--- src/rtl/dvp_pkg.sv ---
// Shared types and constants for the DVP transmit source.
// Holds the frame FSM encoding, colour-bar palette and byte order.
package dvp_pkg;

  typedef enum logic [2:0] {
    ST_IDLE,
    ST_VSYNC,
    ST_VBACK,
    ST_ACTIVE,
    ST_VFRONT
  } dvp_state_e;

  localparam logic [15:0] BAR_WHITE   = 16'hFFFF;
  localparam logic [15:0] BAR_YELLOW  = 16'hFFE0;
  localparam logic [15:0] BAR_CYAN    = 16'h07FF;
  localparam logic [15:0] BAR_GREEN   = 16'h07E0;
  localparam logic [15:0] BAR_MAGENTA = 16'hF81F;
  localparam logic [15:0] BAR_RED     = 16'hF800;
  localparam logic [15:0] BAR_BLUE    = 16'h001F;
  localparam logic [15:0] BAR_BLACK   = 16'h0000;

  localparam bit HIGH_BYTE_FIRST = 1'b1;

  function automatic logic [15:0] bar_colour(
    input logic [2:0] idx
  );
    logic [15:0] c;
    unique case (idx)
      3'd0: c = BAR_WHITE;
      3'd1: c = BAR_YELLOW;
      3'd2: c = BAR_CYAN;
      3'd3: c = BAR_GREEN;
      3'd4: c = BAR_MAGENTA;
      3'd5: c = BAR_RED;
      3'd6: c = BAR_BLUE;
      default: c = BAR_BLACK;
    endcase
    return c;
  endfunction

endpackage

--- src/rtl/dvp_tx_timing.sv ---
// Pixel-clock phase, beat/line counters and frame FSM.
// The *_nxt outputs are the values that take effect at the next update edge.
module dvp_tx_timing
  import dvp_pkg::*;
#(
  parameter int H_ACTIVE    = 640,
  parameter int H_BLANK     = 144,
  parameter int V_ACTIVE    = 480,
  parameter int VSYNC_LINES = 4,
  parameter int V_BACK      = 16,
  parameter int V_FRONT     = 8,
  localparam int LINE_BEATS = 2*H_ACTIVE + H_BLANK,
  localparam int BW         = $clog2(LINE_BEATS)
) (
  input  logic          clk_i,
  input  logic          resetn_i,
  input  logic          enable_i,
  output logic          pclk_o,
  output logic          upd_o,
  output dvp_state_e    state_nxt_o,
  output logic [BW-1:0] beat_nxt_o
);

  localparam int FRAME_LINES =
    VSYNC_LINES + V_BACK + V_ACTIVE + V_FRONT;
  localparam int LW = $clog2(FRAME_LINES);

  localparam logic [BW-1:0] BEAT_LAST =
    BW'(LINE_BEATS - 1);
  localparam logic [LW-1:0] LINE_LAST =
    LW'(FRAME_LINES - 1);
  localparam logic [LW-1:0] L_VBACK =
    LW'(VSYNC_LINES);
  localparam logic [LW-1:0] L_ACT =
    LW'(VSYNC_LINES + V_BACK);
  localparam logic [LW-1:0] L_VFRONT =
    LW'(VSYNC_LINES + V_BACK + V_ACTIVE);

  logic          phase_q;
  dvp_state_e    state_q, state_d;
  logic [BW-1:0] beat_q, beat_d;
  logic [LW-1:0] line_q, line_d;

  always_comb begin
    state_d = state_q;
    beat_d  = beat_q;
    line_d  = line_q;
    if (state_q == ST_IDLE) begin
      beat_d = '0;
      line_d = '0;
      if (enable_i) state_d = ST_VSYNC;
    end else if (beat_q != BEAT_LAST) begin
      beat_d = beat_q + 1'b1;
    end else begin
      beat_d = '0;
      if (line_q == LINE_LAST) begin
        line_d  = '0;
        state_d = enable_i ? ST_VSYNC : ST_IDLE;
      end else begin
        line_d = line_q + 1'b1;
        unique case (1'b1)
          (line_d == L_VBACK):  state_d = ST_VBACK;
          (line_d == L_ACT):    state_d = ST_ACTIVE;
          (line_d == L_VFRONT): state_d = ST_VFRONT;
          default:              state_d = state_q;
        endcase
      end
    end
  end

  always_ff @(posedge clk_i or negedge resetn_i) begin
    if (!resetn_i) begin
      phase_q <= 1'b0;
      state_q <= ST_IDLE;
      beat_q  <= '0;
      line_q  <= '0;
    end else begin
      phase_q <= ~phase_q;
      if (phase_q) begin
        state_q <= state_d;
        beat_q  <= beat_d;
        line_q  <= line_d;
      end
    end
  end

  assign pclk_o      = phase_q;
  assign upd_o       = phase_q;
  assign state_nxt_o = state_d;
  assign beat_nxt_o  = beat_d;

endmodule

--- src/rtl/dvp_tx_source.sv ---
// DVP camera-bus generator: stream or colour-bar pixels,
// serialised as RGB565 half-pixels on a clk/2 pixel clock.
module dvp_tx_source
  import dvp_pkg::*;
#(
  parameter int DATA_WIDTH  = 8,
  parameter int PIXEL_WIDTH = 16,
  parameter int H_ACTIVE    = 640,
  parameter int V_ACTIVE    = 480,
  parameter int H_BLANK     = 144,
  parameter int VSYNC_LINES = 4,
  parameter int V_BACK      = 16,
  parameter int V_FRONT     = 8
) (
  input  logic                   clk_i,
  input  logic                   resetn_i,
  input  logic                   enable_i,
  input  logic                   pattern_en_i,
  input  logic [PIXEL_WIDTH-1:0] pixel_data_i,
  input  logic                   pixel_valid_i,
  output logic                   pixel_ready_o,
  output logic                   cam_pclk_o,
  output logic                   cam_vsync_o,
  output logic                   cam_href_o,
  output logic [DATA_WIDTH-1:0]  cam_half_pixel_o,
  output logic                   frame_start_o,
  output logic                   underflow_o
);

  localparam int BW = $clog2(2*H_ACTIVE + H_BLANK);
  localparam logic [BW-1:0] ACT_BEATS = BW'(2*H_ACTIVE);
  localparam int BAR_W = H_ACTIVE / 8;
  localparam int CW = (BAR_W > 1) ? $clog2(BAR_W) : 1;
  localparam logic [CW-1:0] BAR_LAST = CW'(BAR_W - 1);

  logic          upd;
  dvp_state_e    state_nxt;
  logic [BW-1:0] beat_nxt;
  logic          act_nxt, even_nxt;

  logic                   ready_q, vsync_q, href_q;
  logic                   fs_q, uf_q, pattern_q;
  logic [DATA_WIDTH-1:0]  half_q;
  logic [PIXEL_WIDTH-1:0] pix_q, pix_d;
  logic [CW-1:0]          bar_cnt_q;
  logic [2:0]             bar_idx_q;
  logic [DATA_WIDTH-1:0]  first_b, second_b;

  dvp_tx_timing #(
    .H_ACTIVE    (H_ACTIVE),
    .H_BLANK     (H_BLANK),
    .V_ACTIVE    (V_ACTIVE),
    .VSYNC_LINES (VSYNC_LINES),
    .V_BACK      (V_BACK),
    .V_FRONT     (V_FRONT)
  ) u_timing (
    .clk_i       (clk_i),
    .resetn_i    (resetn_i),
    .enable_i    (enable_i),
    .pclk_o      (cam_pclk_o),
    .upd_o       (upd),
    .state_nxt_o (state_nxt),
    .beat_nxt_o  (beat_nxt)
  );

  assign act_nxt  = (state_nxt == ST_ACTIVE) &&
                    (beat_nxt < ACT_BEATS);
  assign even_nxt = act_nxt && !beat_nxt[0];

  always_comb begin
    pix_d = '0;
    if (pattern_q)
      pix_d = PIXEL_WIDTH'(bar_colour(bar_idx_q));
    else if (pixel_valid_i)
      pix_d = pixel_data_i;
  end

  assign first_b  = HIGH_BYTE_FIRST ?
                    pix_d[PIXEL_WIDTH-1 -: DATA_WIDTH] :
                    pix_d[DATA_WIDTH-1:0];
  assign second_b = HIGH_BYTE_FIRST ?
                    pix_q[DATA_WIDTH-1:0] :
                    pix_q[PIXEL_WIDTH-1 -: DATA_WIDTH];

  always_ff @(posedge clk_i or negedge resetn_i) begin
    if (!resetn_i) begin
      ready_q   <= 1'b0;
      vsync_q   <= 1'b0;
      href_q    <= 1'b0;
      fs_q      <= 1'b0;
      uf_q      <= 1'b0;
      pattern_q <= 1'b0;
      half_q    <= '0;
      pix_q     <= '0;
      bar_cnt_q <= '0;
      bar_idx_q <= '0;
    end else begin
      // counters are frozen between update edges, so the
      // upcoming beat is already known one cycle early
      ready_q <= !upd && even_nxt && !pattern_q;
      fs_q    <= 1'b0;
      if (upd) begin
        vsync_q <= (state_nxt == ST_VSYNC);
        href_q  <= act_nxt;
        if (state_nxt == ST_VSYNC && !vsync_q) begin
          fs_q      <= 1'b1;
          pattern_q <= pattern_en_i;
        end
        if (!act_nxt) begin
          half_q    <= '0;
          bar_cnt_q <= '0;
          bar_idx_q <= '0;
        end else if (even_nxt) begin
          pix_q  <= pix_d;
          half_q <= first_b;
          if (!pattern_q && !pixel_valid_i)
            uf_q <= 1'b1;
          if (bar_cnt_q == BAR_LAST) begin
            bar_cnt_q <= '0;
            bar_idx_q <= bar_idx_q + 3'd1;
          end else begin
            bar_cnt_q <= bar_cnt_q + 1'b1;
          end
        end else begin
          half_q <= second_b;
        end
      end
    end
  end

  assign pixel_ready_o    = ready_q;
  assign cam_vsync_o      = vsync_q;
  assign cam_href_o       = href_q;
  assign cam_half_pixel_o = half_q;
  assign frame_start_o    = fs_q;
  assign underflow_o      = uf_q;

endmodule

--- config.mk ---
export PLATFORM = sky130hd
export DESIGN_NAME = dvp_tx_source
export DESIGN_NICKNAME = d
export VERILOG_FILES = /design/src/rtl/dvp_pkg.sv /design/src/rtl/dvp_tx_timing.sv /design/src/rtl/dvp_tx_source.sv
export SDC_FILE = /design/constraint.sdc
export NUM_CORES = 1
export LEC_CHECK = 0
export BUFFER_PORTS_ARGS = -buffer_cell sky130_fd_sc_hd__buf_2
export CORE_MARGIN = 2
export CORE_UTILIZATION = 61
export CTS_BUF_LIST = sky130_fd_sc_hd__clkbuf_4 sky130_fd_sc_hd__clkbuf_8
export CTS_CLUSTER_SIZE = 25
export DETAILED_ROUTE_END_ITERATION = 7
export MAX_ROUTING_LAYER = met4
export PLACE_DENSITY = 0.82
export RECOVER_POWER = 25
export REMOVE_ABC_BUFFERS = 1
export SLEW_MARGIN = 0
export SYNTH_ARGS = -nofsm -noshare
export SYNTH_HDL_FRONTEND = slang
export SYNTH_SLANG_ARGS = --single-unit
--- constraint.sdc ---
create_clock -name clk_i -period 3.95 [get_ports clk_i]
set_clock_uncertainty 0.1 [all_clocks]
set_input_delay 0.1975 -clock clk_i [delete_from_list [all_inputs] [get_ports clk_i]]
set_output_delay 0.1975 -clock clk_i [all_outputs]
set_load 0.05 [all_outputs]
==> results of run 1 <==
==> registers in the layout (all words and copies together) (netlist names) <==
signal and cells:
cam_half_pixel_o 8, u_timing.pclk_o 1, frame_start_o 1, u_timing.state_q 3
pixel_ready_o 1, pattern_q 1, cam_vsync_o 1, u_timing.beat_q 11
pix_q 8, cam_href_o 1, bar_cnt_q 7, u_timing.line_q 9
bar_idx_q 3, underflow_o 1
==> final timing paths <==
path                                      endpoint  slack (ns)          startpoint
max in group asynchronous       u_timing.line_q[7]        2.23            resetn_i
worst max register to register        bar_idx_q[2]        0.50  u_timing.line_q[0]
worst min register to register         underflow_o        0.37         underflow_o
worst max-delay path                  bar_idx_q[2]        0.50  u_timing.line_q[0]
worst min-delay path                     pattern_q        0.05        pattern_en_i
min in group asynchronous       u_timing.line_q[5]        0.70            resetn_i
==> per-stage QoR <==
stage	instance area [sq um]	hold WS, ns
global placement	3557	0.2763
global route	3659	0.04393
finish	3659	0.04854
floorplan	3269	-0.1981
CTS	3664	0.02657
detailed placement	3557	0.2828
==> power by group <==
group / switching (mW) / leakage (nW) / internal [mW]
combinational: 0.116 / 0.850 / 0.0796
sequential: 0.0568 / 0.728 / 0.612
clock: 0.205 / 0.0463 / 0.131
==> worst reg2reg max path: stages, from the launching register on <==
cell and delay [ns]:
dfrtp_1 0.51, ha_1 0.34, nand3_1 0.16, or3_1 0.38
o2111ai_1 0.10, nand2b_1 0.21, o21ai_1 0.15, or4b_4 0.68
or4_4 0.58, o22ai_1 0.16
==> cell type report <==
cell class / instances / area share, %
multi-input combinational: 277 / 49.04
sequential: 56 / 38.30
clock inverter: 3 / 0.7524
inverter: 21 / 2.155
timing repair buffer: 38 / 5.404
tap: 72 / 2.462
clock buffer: 5 / 1.881
==> cells in the final DEF (no fill, tap or decap), types with 3 or more instances in the layout <==
| master | instances |
|---|---|
| a21oi_1 | 27 |
| nand2_1 | 38 |
| clkbuf_8 | 5 |
| dfrtp_1 | 56 |
| nand2b_1 | 3 |
| buf_2 | 32 |
| o21ai_0 | 33 |
| mux2i_1 | 10 |
| o2bb2ai_1 | 14 |
| and3_1 | 8 |
| nor3_1 | 7 |
| o211ai_1 | 9 |
| and4_1 | 4 |
| xnor2_1 | 3 |
| inv_1 | 21 |
| o21a_1 | 5 |
| or3_1 | 4 |
| nand4_1 | 10 |
| nor2_1 | 17 |
| o31ai_1 | 4 |
| ha_1 | 9 |
| o22ai_1 | 4 |
| nand3_1 | 17 |
| nor3_2 | 3 |
| nor2b_1 | 3 |
| a21o_1 | 4 |
==> metal layers <==
layer | part of all wire, % | up-vias | GRT usage (%)
met3 | 4.5 | 6 | 3.908
met1 | 46 | 1471 | 36.88
met4 | 1.3 | 0 | 8.421
met2 | 48 | 73 | 41.72
met5 | 0 | - | -
li1 | - | 1425 | -
==> cells by family (layout without fill, tap and decap cells) <==
logic type,Yosys count,in the layout,share of synthesized area [%]
xor+xnor,4,4,1.039
mux,12,12,3.635
compound gates,120,120,23.11
buf+inv,43,67,5.416
fa+ha+maj,9,9,3.338
simple gates,132,132,21.92
flops,56,56,41.54
==> Yosys cell counts (all sizes together), types with 5 or more instances <==
| master | number |
|---|---|
| o2bb2ai | 14 |
| and3 | 10 |
| mux2i | 10 |
| nor3 | 10 |
| nand2 | 38 |
| dfrtp | 56 |
| clkbuf | 16 |
| ha | 9 |
| o21ai | 35 |
| a21oi | 27 |
| nor2 | 18 |
| inv | 21 |
| nand3 | 18 |
| o21a | 5 |
| o211ai | 9 |
| nand4 | 10 |
| buf | 6 |
==> results.py, run 1 <==
metrics = {
    "run_status": {
        "status": "finished, final reports clean",
    },
    "place": {
        "hpwl_mm": 5.168,
        "gp_congestion": 1.041,
        "post-place-ws_ns": 0.5676,
        "io_buffers": 34,
        "placed_cells": 463,
    },
    "pwr": {
        "vdd_drop_max_mv": 0.2329,
        "power_density_mw_per_mm2": 328.1,
        "p_leak_nw": 1.624,
        "p_total_mw": 1.200,
    },
    "finish": {
        "instances_no_fill": 472,
        "finalNetCount": 429,
        "multi_input_area_sq_mm": 0.001794,
        "seqCellArea_sq_mm": 0.001401,
        "nFillCells": 473,
        "fin_util_pct": 67.26,
        "areaGrowthSynthToFinish_pct": 8.457,
        "diodes": 0,
        "drive_gt1_share_pct": 14.75,
    },
    "global_route": {
        "antenna_found_initial": 0,
        "grt.overflow.total": 0,
        "grt_max_degree": 57,
        "first_global_vias": 2729,
        "grt_usage_pct": 26.85,
        "grt_pass1_wl_mm": 12.87,
    },
    "synth": {
        "synth_top_area_share_pct": 41.54,
        "synth_edf_count": 0,
        "ys_top_cells_by_area": "dfrtp_1 42%, o21ai_0 4.9%, nand2_1 4.2%",
        "synth_cells": 376,
        "synth.lib_cells_used.distinct": 59,
        "synth-async-reset-ratio_pct": 100.0,
        "synth_area_sq_mm": 0.003373,
        "ys_warn_count": 0,
        "ys_seq_area_share_pct": 41.54,
        "synth_top_area_cell": "dfrtp_1",
        "synthFlopType": "dfrtp_1",
        "ys_ff_latch": 56,
        "syn_area_per_cell_sq_um": 8.971,
    },
    "worst_hold_path": {
        "hold_path_class": "input port to flop",
        "holdPathStages": 2,
    },
    "clocking": {
        "clkTransAtPathRegs_ns": 0.11,
        "postCtsHoldBufs": 1,
        "postCtsSetupBuffers": 0,
        "cts.sinks": 56,
        "clk-insertion-delay-late_ns": 0.32,
        "root_buffer": "clkbuf_8",
        "cts_inserted_buffers": 5,
        "cts-htree-levels": 2,
        "cts_resized": 0,
        "clockBufferDepth": 2,
        "cts_tree": "yes",
    },
    "timing": {
        "post-route-period-util_pct": 87.38,
        "max_freq_ghz": 0.2897,
        "slew-limit-headroom_pct": 8.473,
        "setup_viol": 0,
        "hold_viol": 0,
        "finalCriticalPeriod_ns": 3.452,
        "final.setup.tns_ns": 0,
        "worst_pin_slew_ns": 1.373,
        "fin_ws_ns": 0.4985,
        "drv_slew": 0,
        "rsz0062_at_grt": "false",
    },
    "route": {
        "vias_per_cell": 6.303,
        "drt_iter0_markers": 175,
        "via_count": 2975,
        "drt_pass1_iterations": 4,
        "routed_wl_mm": 7.538,
        "wl_per_cell_um": 15.97,
        "remaining_drc_errors": 0,
        "ant_nets": 0,
    },
    "floorplan": {
        "die_area_sq_mm": 0.006141,
        "die_w_um": 78.37,
        "die_y_um": 78.37,
        "boundaryPins": 35,
        "core-area_sq_mm": 0.005439,
        "rows": 27,
        "start_util_pct": 62.02,
    },
    "critical_path": {
        "cp-start-kind": "flop",
        "critPathTopFamily": "simple AND/OR/NAND/NOR gates",
        "critPathCaptureType": "flop",
        "critical_path.max_stage_delay_ns": 0.68,
        "crit_fanout": 20,
        "critPathKind": "flop to flop",
        "required_ns": 4.08,
        "rr_worst_depth": 9,
        "worstPathCellList": "ha_1, nand3_1, or3_1, o2111ai_1, nand2b_1, o21ai_1, or4b_4, or4_4, o22ai_1",
        "cp.depth": 9,
        "arrival_ns": 3.58,
        "critPathSlowestCell": "or4b_4",
        "critPathBufInv": 0,
    },
    "flow_run": {
        "cap_violations": 0,
    },
}
Power figures use the tool's default switching activity.
==> run 2: changes to the inputs <==
--- a/config.mk
+++ b/config.mk
@@ -18,4 +18,5 @@
 export SLEW_MARGIN = 0
 export SYNTH_ARGS = -nofsm -noshare
 export SYNTH_HDL_FRONTEND = slang
+export SYNTH_HIERARCHICAL = 1
 export SYNTH_SLANG_ARGS = --single-unit
==> results.py, run 2 <==
metrics = {
    "run_status": {
        "status": "finished, final reports clean",
    },
    "route": {
        "via_count": 2767,
        "ant_nets": 0,
        "drt_pass1_iterations": 4,
        "remaining_drc_errors": 0,
        "drt_iter0_markers": 256,
        "vias_per_cell": 6.015,
        "wl_per_cell_um": 15.08,
        "routed_wl_mm": 6.935,
    },
    "timing": {
        "finalCriticalPeriod_ns": 3.429,
        "hold_viol": 0,
        "slew-limit-headroom_pct": 8.199,
        "final.setup.tns_ns": 0,
        "fin_ws_ns": 0.5211,
        "max_freq_ghz": 0.2916,
        "rsz0062_at_grt": "false",
        "post-route-period-util_pct": 86.81,
        "worst_pin_slew_ns": 1.377,
        "drv_slew": 0,
        "setup_viol": 0,
    },
    "place": {
        "placed_cells": 451,
        "io_buffers": 34,
        "gp_congestion": 0.8376,
        "hpwl_mm": 4.943,
        "post-place-ws_ns": 0.6041,
    },
    "worst_hold_path": {
        "hold_path_class": "input port to flop",
    },
    "clocking": {
        "root_buffer": "clkbuf_8",
        "postCtsHoldBufs": 1,
        "clockBufferDepth": 2,
        "cts_inserted_buffers": 5,
        "cts.sinks": 56,
        "clk-insertion-delay-late_ns": 0.31,
        "clkTransAtPathRegs_ns": 0.10,
        "postCtsSetupBuffers": 0,
        "cts_resized": 0,
        "cts_tree": "yes",
        "cts-htree-levels": 2,
    },
    "global_route": {
        "grt_max_degree": 57,
        "grt.overflow.total": 0,
        "grt_pass1_wl_mm": 11.46,
        "grt_usage_pct": 23.88,
        "antenna_found_initial": 0,
        "first_global_vias": 2408,
    },
    "floorplan": {
        "die_w_um": 78.21,
        "rows": 27,
        "die_y_um": 78.21,
        "die_area_sq_mm": 0.006117,
        "core-area_sq_mm": 0.005405,
        "start_util_pct": 62.15,
        "boundaryPins": 35,
    },
    "pwr": {
        "vdd_drop_max_mv": 0.1792,
        "p_leak_nw": 1.587,
        "power_density_mw_per_mm2": 259.6,
    },
    "synth": {
        "syn_area_per_cell_sq_um": 9.179,
        "synth_area_sq_mm": 0.003359,
        "ys_warn_count": 6,
        "synth_cells": 366,
    },
    "critical_path": {
        "arrival_ns": 3.59,
        "crit_fanout": 11,
        "critPathKind": "flop to flop",
        "critPathCaptureType": "flop",
        "cp-start-kind": "flop",
        "required_ns": 4.11,
    },
    "flow_run": {
        "cap_violations": 0,
    },
    "finish": {
        "drive_gt1_share_pct": 16.24,
        "final_common_cell": "dfrtp_1",
        "finalNetCount": 417,
        "diodes": 0,
        "largest_reg_flops": 11,
        "largestRegisters": "u_timing/beat_q x11, u_timing/line_q x9",
        "regMostFlops": "u_timing/beat_q",
        "areaGrowthSynthToFinish_pct": 7.449,
        "layout_common_cells": "56 x dfrtp_1, 39 x nor2_1, 27 x a21oi_1",
        "instances_no_fill": 460,
    },
}
-- run 2: layout make-up --
type / count / area, sq um
Tap cell: 72 / 90.09
Clock inverter: 2 / 15.01
Clock buffer: 6 / 82.58
Multi-Input combinational cell: 270 / 1770
Timing Repair Buffer: 39 / 193.9
Sequential cell: 56 / 1401
Fill cell: 457 / 1795
Inverter: 15 / 56.30
-- run 2: power breakdown --
group / internal [mW] / switching, mW / total, mW
sequential: 0.573 / 0.00144 / 0.575
combinational: 0.0117 / 0.0203 / 0.0320
clock: 0.142 / 0.188 / 0.330
-- run 2: layer usage --
| layer | part of all wire (%) | track usage (%) |
|---|---|---|
| met5 | 0 | - |
| met4 | 1.2 | 6.491 |
| met3 | 4.2 | 4.023 |
| met2 | 47 | 34.83 |
| met1 | 48 | 34.85 |
-- run 2: worst paths after layout --
path                                     from                  end  slack, ns  cells past startpoint
min in group asynchronous            resetn_i   u_timing/line_q[3]       0.72                      3
max reg2reg                u_timing/line_q[0]  cam_half_pixel_o[3]       0.52                     11
max in group asynchronous            resetn_i        frame_start_o       2.21                      3
min                              pattern_en_i            pattern_q       0.02                      2
min reg2reg                       underflow_o          underflow_o       0.40                      1
max                        u_timing/line_q[0]  cam_half_pixel_o[3]       0.52                     11
-- run 2: stage by stage --
step	instance area, sq um	util, %	hold WS [ns]	power [mW]
after global placement	3518	65.09	0.2734	0.6183
after floorplan	3228	-	-0.1981	0.5939
after CTS	3626	67.08	0.01726	0.9455
after detailed placement	3518	65.09	0.2794	0.6186
final	3610	66.78	0.01807	0.9372
after global routing	3610	66.78	0.008604	0.9740
-- run 2: worst max-delay path, stage by stage (launching register included) --
cell and delay (ns):
dfrtp_1 0.47, ha_1 0.41, and3_1 0.36, o21ai_1 0.08, and3_1 0.19, o2111ai_2 0.28
a21oi_1 0.11, o22ai_1 0.37, nand3b_2 0.19, or2_1 0.36, a221oi_1 0.25, mux2_2 0.20
